<file path="src/rtl/ld_mode_sequencer_if.sv">
// Requester/core bundle for ld_mode_sequencer.
// Requesters drive req/cmd/code; the sequencer drives grant, done and core selects.
interface ld_mode_sequencer_if #(
  parameter int NREQ   = 4,
  parameter int DATA_W = 5
);
  logic [NREQ-1:0]        req;
  logic [2*NREQ-1:0]      cmd;
  logic [DATA_W*NREQ-1:0] code;
  logic [NREQ-1:0]        gnt;
  logic [NREQ-1:0]        done;
  logic                   busy;
  logic                   s0;
  logic                   s1;
  logic                   s2;
  logic                   s3;
  logic [DATA_W-1:0]      inp;

  modport master (
    output req, cmd, code,
    input  gnt, done, busy,
    input  s0, s1, s2, s3, inp
  );

  modport slave (
    input  req, cmd, code,
    output gnt, done, busy,
    output s0, s1, s2, s3, inp
  );
endinterface

</file>
<file path="src/rtl/ld_mode_sequencer.sv">
// Round-robin sharing of the LD core mode selects and inp among NREQ requesters.
// Define LD_SEQ_FIXED_PRIORITY_EN for fixed priority (requester 0 highest).
module ld_mode_sequencer #(
  parameter int NREQ        = 4,
  parameter int DATA_W      = 5,
  parameter int HOLD_CYCLES = 1
) (
  input logic                clk,
  input logic                rst,
  ld_mode_sequencer_if.slave bus
);
  localparam int IW = (NREQ > 1) ? $clog2(NREQ) : 1;
  localparam int CW = (HOLD_CYCLES > 1) ? $clog2(HOLD_CYCLES) : 1;

  typedef enum logic [1:0] {
    S_IDLE,
    S_DRIVE,
    S_GAP
  } state_t;

  state_t              r_state;
  state_t              w_state_nxt;
  logic [CW-1:0]       r_cnt;
  logic [IW-1:0]       w_ptr;
  logic [IW-1:0]       w_win;
  logic                w_any;
  logic                w_grant;
  logic [NREQ-1:0]     r_gnt, w_gnt;
  logic [NREQ-1:0]     r_done, w_done;
  logic                r_busy, w_busy;
  logic [3:0]          r_sel, w_sel;
  logic [DATA_W-1:0]   r_inp, w_inp;
  logic [1:0]          w_cmd_a  [NREQ];
  logic [DATA_W-1:0]   w_code_a [NREQ];

  for (genvar g = 0; g < NREQ; g++) begin : g_unpack
    assign w_cmd_a[g]  = bus.cmd[2*g +: 2];
    assign w_code_a[g] = bus.code[DATA_W*g +: DATA_W];
  end

  // cmd -> {s3,s2,s1,s0}
  function automatic logic [3:0] f_dec(input logic [1:0] c);
    case (c)
      2'b00:   return 4'b0010;
      2'b01:   return 4'b0100;
      2'b10:   return 4'b0001;
      default: return 4'b1000;
    endcase
  endfunction

  assign w_any   = |bus.req;
  assign w_grant = (r_state != S_DRIVE) && w_any;

`ifdef LD_SEQ_FIXED_PRIORITY_EN
  assign w_ptr = '0;
`else
  logic [IW-1:0] r_rr_ptr;

  // served requester becomes lowest priority
  always_ff @(posedge clk or posedge rst) begin
    if (rst) begin
      r_rr_ptr <= '0;
    end else if (w_grant) begin
      r_rr_ptr <= (w_win == IW'(NREQ-1)) ? '0 : w_win + IW'(1);
    end
  end

  assign w_ptr = r_rr_ptr;
`endif

  // first requester at or after the pointer, wrapping
  always_comb begin
    logic          found;
    logic [IW:0]   sum;
    logic [IW-1:0] idx;
    found = 1'b0;
    w_win = '0;
    sum   = '0;
    idx   = '0;
    for (int i = 0; i < NREQ; i++) begin
      sum = {1'b0, w_ptr} + (IW+1)'(i);
      if (sum >= (IW+1)'(NREQ)) sum = sum - (IW+1)'(NREQ);
      idx = sum[IW-1:0];
      if (!found && bus.req[idx]) begin
        found = 1'b1;
        w_win = idx;
      end
    end
  end

  // state and hold counter
  always_ff @(posedge clk or posedge rst) begin
    if (rst) begin
      r_state <= S_IDLE;
      r_cnt   <= '0;
    end else begin
      r_state <= w_state_nxt;
      if (w_grant)
        r_cnt <= CW'(HOLD_CYCLES-1);
      else if (r_state == S_DRIVE && r_cnt != '0)
        r_cnt <= r_cnt - CW'(1);
    end
  end

  // next state
  always_comb begin
    w_state_nxt = r_state;
    case (r_state)
      S_IDLE:  if (w_any) w_state_nxt = S_DRIVE;
      S_DRIVE: if (r_cnt == '0) w_state_nxt = S_GAP;
      S_GAP:   w_state_nxt = w_any ? S_DRIVE : S_IDLE;
      default: w_state_nxt = S_IDLE;
    endcase
  end

  // next outputs; the registered sel/inp double as the latched command
  always_comb begin
    w_gnt  = '0;
    w_done = '0;
    w_busy = 1'b0;
    w_sel  = '0;
    w_inp  = '0;
    case (w_state_nxt)
      S_DRIVE: begin
        w_busy = 1'b1;
        if (r_state == S_DRIVE) begin
          w_gnt = r_gnt;
          w_sel = r_sel;
          w_inp = r_inp;
        end else begin
          w_gnt[w_win] = 1'b1;
          w_sel        = f_dec(w_cmd_a[w_win]);
          w_inp        = w_code_a[w_win];
        end
      end
      S_GAP: begin
        w_busy = 1'b1;
        w_done = r_gnt;
      end
      default: ;
    endcase
  end

  // output registers
  always_ff @(posedge clk or posedge rst) begin
    if (rst) begin
      r_gnt  <= '0;
      r_done <= '0;
      r_busy <= 1'b0;
      r_sel  <= '0;
      r_inp  <= '0;
    end else begin
      r_gnt  <= w_gnt;
      r_done <= w_done;
      r_busy <= w_busy;
      r_sel  <= w_sel;
      r_inp  <= w_inp;
    end
  end

  assign bus.gnt  = r_gnt;
  assign bus.done = r_done;
  assign bus.busy = r_busy;
  assign bus.s0   = r_sel[0];
  assign bus.s1   = r_sel[1];
  assign bus.s2   = r_sel[2];
  assign bus.s3   = r_sel[3];
  assign bus.inp  = r_inp;
endmodule

</file>
<file path="src/flat_wrapper.sv">
// flat-port wrapper written by rule: the top's interface ports become plain ports
module ld_mode_sequencer_flat 
#(
  parameter int NREQ        = 4,
  parameter int DATA_W      = 5,
  parameter int HOLD_CYCLES = 1
)
  (clk, rst, bus_req, bus_cmd, bus_code, bus_gnt, bus_done, bus_busy, bus_s0, bus_s1, bus_s2, bus_s3, bus_inp);
  ld_mode_sequencer_if #(.NREQ(NREQ), .DATA_W(DATA_W)) bus_i ();
  input logic clk;
  input logic rst;
  input wire logic [$bits(bus_i.req)-1:0] bus_req;
  input wire logic [$bits(bus_i.cmd)-1:0] bus_cmd;
  input wire logic [$bits(bus_i.code)-1:0] bus_code;
  output wire logic [$bits(bus_i.gnt)-1:0] bus_gnt;
  output wire logic [$bits(bus_i.done)-1:0] bus_done;
  output wire logic [$bits(bus_i.busy)-1:0] bus_busy;
  output wire logic [$bits(bus_i.s0)-1:0] bus_s0;
  output wire logic [$bits(bus_i.s1)-1:0] bus_s1;
  output wire logic [$bits(bus_i.s2)-1:0] bus_s2;
  output wire logic [$bits(bus_i.s3)-1:0] bus_s3;
  output wire logic [$bits(bus_i.inp)-1:0] bus_inp;
  assign bus_i.req = bus_req;
  assign bus_i.cmd = bus_cmd;
  assign bus_i.code = bus_code;
  assign bus_gnt = bus_i.gnt;
  assign bus_done = bus_i.done;
  assign bus_busy = bus_i.busy;
  assign bus_s0 = bus_i.s0;
  assign bus_s1 = bus_i.s1;
  assign bus_s2 = bus_i.s2;
  assign bus_s3 = bus_i.s3;
  assign bus_inp = bus_i.inp;
  ld_mode_sequencer #(.NREQ(NREQ), .DATA_W(DATA_W), .HOLD_CYCLES(HOLD_CYCLES)) u_core (.clk(clk), .rst(rst), .bus(bus_i));
endmodule
</file>
<file path="config.mk">
export PLATFORM = sky130hd
export DESIGN_NAME = ld_mode_sequencer_flat
export DESIGN_NICKNAME = d
export VERILOG_FILES = /design/src/rtl/ld_mode_sequencer_if.sv /design/src/rtl/ld_mode_sequencer.sv /design/src/flat_wrapper.sv
export SDC_FILE = /design/constraint.sdc
export NUM_CORES = 1
export LEC_CHECK = 0
export BUFFER_PORTS_ARGS = -buffer_cell sky130_fd_sc_hd__buf_2
export CAP_MARGIN = 20
export CORE_MARGIN = 1
export CORE_UTILIZATION = 35
export CTS_CLUSTER_DIAMETER = 120
export DETAILED_ROUTE_END_ITERATION = 10
export RECOVER_POWER = 100
export SYNTH_ARGS = -nofsm -noshare
export SYNTH_HDL_FRONTEND = slang
export SYNTH_SLANG_ARGS = --single-unit
</file>
<file path="constraint.sdc">
create_clock -name clk -period 2 [get_ports clk]
set_input_delay 0.1 -clock clk [delete_from_list [all_inputs] [get_ports clk]]
set_output_delay 0.1 -clock clk [all_outputs]
set_load 0.02 [all_outputs]
</file>
==> flow_metrics.py <==
metrics = {
    "run_status": {
        "status": "completed",
    },
    "grt": {
        "grt_overflow_total": 0,
        "antenna_found_initial": 0,
        "grt_pass1_wl_mm": 4.35,
        "grt_max_degree": 24,
        "grt_pass1_vias": 1068,
        "grt.total_usage_pct": 13.8,
    },
    "worst_setup_path": {
        "worst_ep_required_time_ns": 2.21,
        "crit_slowest_cell": "dfrtp_1",
        "cp_cell_sequence": "nand2b_1 > a21oi_1 > a211oi_4 > buf_4 > mux2i_1 > a22o_1 > a32o_1",
        "crit_arrival_ns": 2.13,
        "setup.worst_path.start_class": "register",
        "cpPeakStageDelay_ns": 0.40,
        "cp_max_fo": 17,
        "critPathCaptureType": "register",
        "critical_path_class": "register to register",
    },
    "min_path": {
        "hold_class": "input pin to register",
    },
    "cts": {
        "cts_sinks": 23,
        "cts_setup_buffers": 0,
        "cts_max_level": 1,
        "numCtsBuffers": 3,
        "cts_root_buf": "clkbuf_4",
        "clk_latency_ns": 0.30,
        "cts_buffer_depth": 2,
        "clk_pin_slew_worst_paths_ns": 0.12,
        "cts_tree": "done",
    },
    "power_and_ir_drop": {
        "power_mw": 1.63,
        "p_int_mw": 0.981,
        "switching_share_pct": 39.8,
        "power_frac_comb_pct": 48.7,
        "p_seq_share_pct": 38.7,
        "p_leak_nw": 0.810,
        "powerDensity_nw_per_um2": 1010,
        "vdd_drop_max_mv": 0.432,
        "p_clk_share_pct": 12.7,
        "switching_power_mw": 0.648,
    },
    "die": {
        "core_sq_um": 3420,
        "die_area_sq_um": 3870,
        "dieWidth_um": 62.2,
        "row_count": 21,
        "initial_utilization_pct": 37.2,
        "die_h_um": 62.2,
        "io_pins": 52,
    },
    "timing": {
        "hold_ws_ns": 0.248,
        "drv_slew": 0,
        "tightest_slew_ns": 0.847,
        "tns_ns": 0,
        "relSlewSlack_pct": 43.5,
        "fin_skew_ns": 0.00510,
        "fin_crit_sh_pct": 96.2,
        "setup_ws_ns": 0.0768,
        "setup_violations": 0,
        "finalHoldViolCount": 0,
        "max_freq_mhz": 520,
        "min_period_ns": 1.92,
    },
    "final_layout": {
        "syn2layout_area_growth_pct": 27.0,
        "fin_util_pct": 47.2,
        "fin_nets": 219,
        "design_area_sq_um": 1610,
        "antenna_cells": 0,
        "fin_cells": 224,
        "fillCellCount": 368,
        "multi_input_area_sq_um": 638,
        "drive_gt1_share_pct": 29.2,
        "seqCellArea_sq_um": 576,
    },
    "detailed_routing": {
        "vias": 1080,
        "wl_per_cell_um": 11.6,
        "dr.pass1.iters": 4,
        "via_per_inst": 4.82,
        "drtAntennaViolNets": 0,
        "drt_iter0_drc": 16,
        "drc": 0,
        "postRouteWirelength_mm": 2.60,
    },
    "placed_design": {
        "io_buffers": 51,
        "dp_cells": 219,
        "dp_hpwl_mm": 2.10,
        "gp_congestion": 0.693,
        "post-place-ws_ns": 0.115,
        "dpl-instance-area_sq_um": 1600,
    },
    "yosys": {
        "ys_ff_latch": 23,
        "netlist_instances": 121,
        "synth.net_count": 161,
        "synth.distinct_cells": 28,
        "syn_area_sq_um": 1270,
        "avgSynthCellArea_sq_um": 10.5,
        "yosys_warnings": 0,
        "synth-seq-area-share_pct": 45.3,
    },
    "flow_run": {
        "drv_cap": 0,
    },
}
==> per-layer routing <==
metal	track usage (%)	vias up	share of wire, %
li1	-	534	-
met1	15.6	506	41
met2	26.2	40	51
met3	3.31	0	7.1
met4	2.62	0	0
met5	0	-	0
==> kinds of logic (layout without fill, tap and decap cells) <==
group / Yosys count / after routing / share of synthesized area [%]
flops: 23 / 23 / 45.3
fa+ha+maj: 6 / 6 / 5.91
compound gates: 23 / 23 / 13.2
buf+inv: 13 / 70 / 4.53
simple gates: 35 / 35 / 13.6
mux: 21 / 21 / 17.4
==> worst paths after layout <==
path	slack, ns	cells after the start	startpoint	to
min in group asynchronous	0.50	3	rst	u_core.r_state[0]
worst max register to register	0.08	7	u_core.r_rr_ptr[0]	u_core.r_sel[0]
worst max-delay path	0.08	7	u_core.r_rr_ptr[0]	u_core.r_sel[0]
worst min register to register	0.50	2	u_core.r_sel[2]	u_core.r_sel[2]
max in group asynchronous	0.98	3	rst	u_core.bus.inp[1]
worst min-delay path	0.25	4	bus_cmd[0]	u_core.r_sel[3]
==> cell type report <==
type | count | share of cell area, %
sequential | 23 | 35.7
inverter | 9 | 2.09
clock buffer | 3 | 1.40
clock inverter | 1 | 0.310
multi-input combinational | 85 | 39.6
timing repair buffer | 57 | 17.4
tap | 46 | 3.57
==> state kept, by name, indices dropped and copies added (netlist names) <==
name             count
u_core.bus.busy      1
u_core.r_cnt         1
u_core.r_rr_ptr      2
u_core.bus.done      4
u_core.bus.gnt       4
u_core.r_state       2
u_core.bus.inp       5
u_core.r_sel         4
==> power by group through the flow <==
stage                     Clock (mW)  Sequential (mW)  Combinational, mW
after detailed placement           0            0.641              0.821
final                          0.206            0.630              0.793
after global routing           0.235            0.647              0.879
after CTS                      0.218            0.630              0.829
after floorplan                    0            0.718              0.517
after global placement             0            0.636              0.804
==> critical path, delay by kind of cell, from the launching register on <==
kind	cells	cell delay (ns)
AOI/OAI and AO/OA	4	0.88
DFF	1	0.40
buffers and inverters	1	0.31
and+or+nand+nor	1	0.13
muxes	1	0.11
==> synth_stat cells, drive strengths merged <==
master	n	area, sq um
dfrtp	23	576
mux2i	12	120
nand2	12	45.0
inv	9	33.8
mux2	9	101
ha	6	75.1
and2	5	31.3
nand3	5	25.0
o21ai	5	25.0
a21boi	4	30.0
a21oi	4	20.0
nand2b	4	25.0
nor2	4	15.0
nor2b	3	18.8
a32o	2	20.0
buf	2	16.3
clkbuf	2	7.51
o31ai	2	15.0
a211oi	1	20.0
a21o	1	7.51
a22o	1	8.76
a31oi	1	6.26
and3	1	6.26
nor4	1	6.26
o22a	1	8.76
o22ai	1	6.26
==> cell usage in the layout, fill, tap and decap left out, drive strengths merged, types with 2 or more instances in the layout <==
cell type  instances
a21boi             4
a21oi              4
a32o               2
and2               5
buf               38
clkbuf            21
dfrtp             23
ha                 6
inv                9
mux2               9
mux2i             12
nand2             12
nand2b             4
nand3              5
nor2               4
nor2b              3
o21ai              5
o31ai              2
==> what timing repair did <==
action | 4_1_cts | 5_1_grt
setup endpoints to repair | 0 | 1
hold buffers | 1 | 0
hold endpoints to repair | 23 | 0
resized for setup | 0 | 1
No activity file was read; power rests on OpenSTA's default activity.
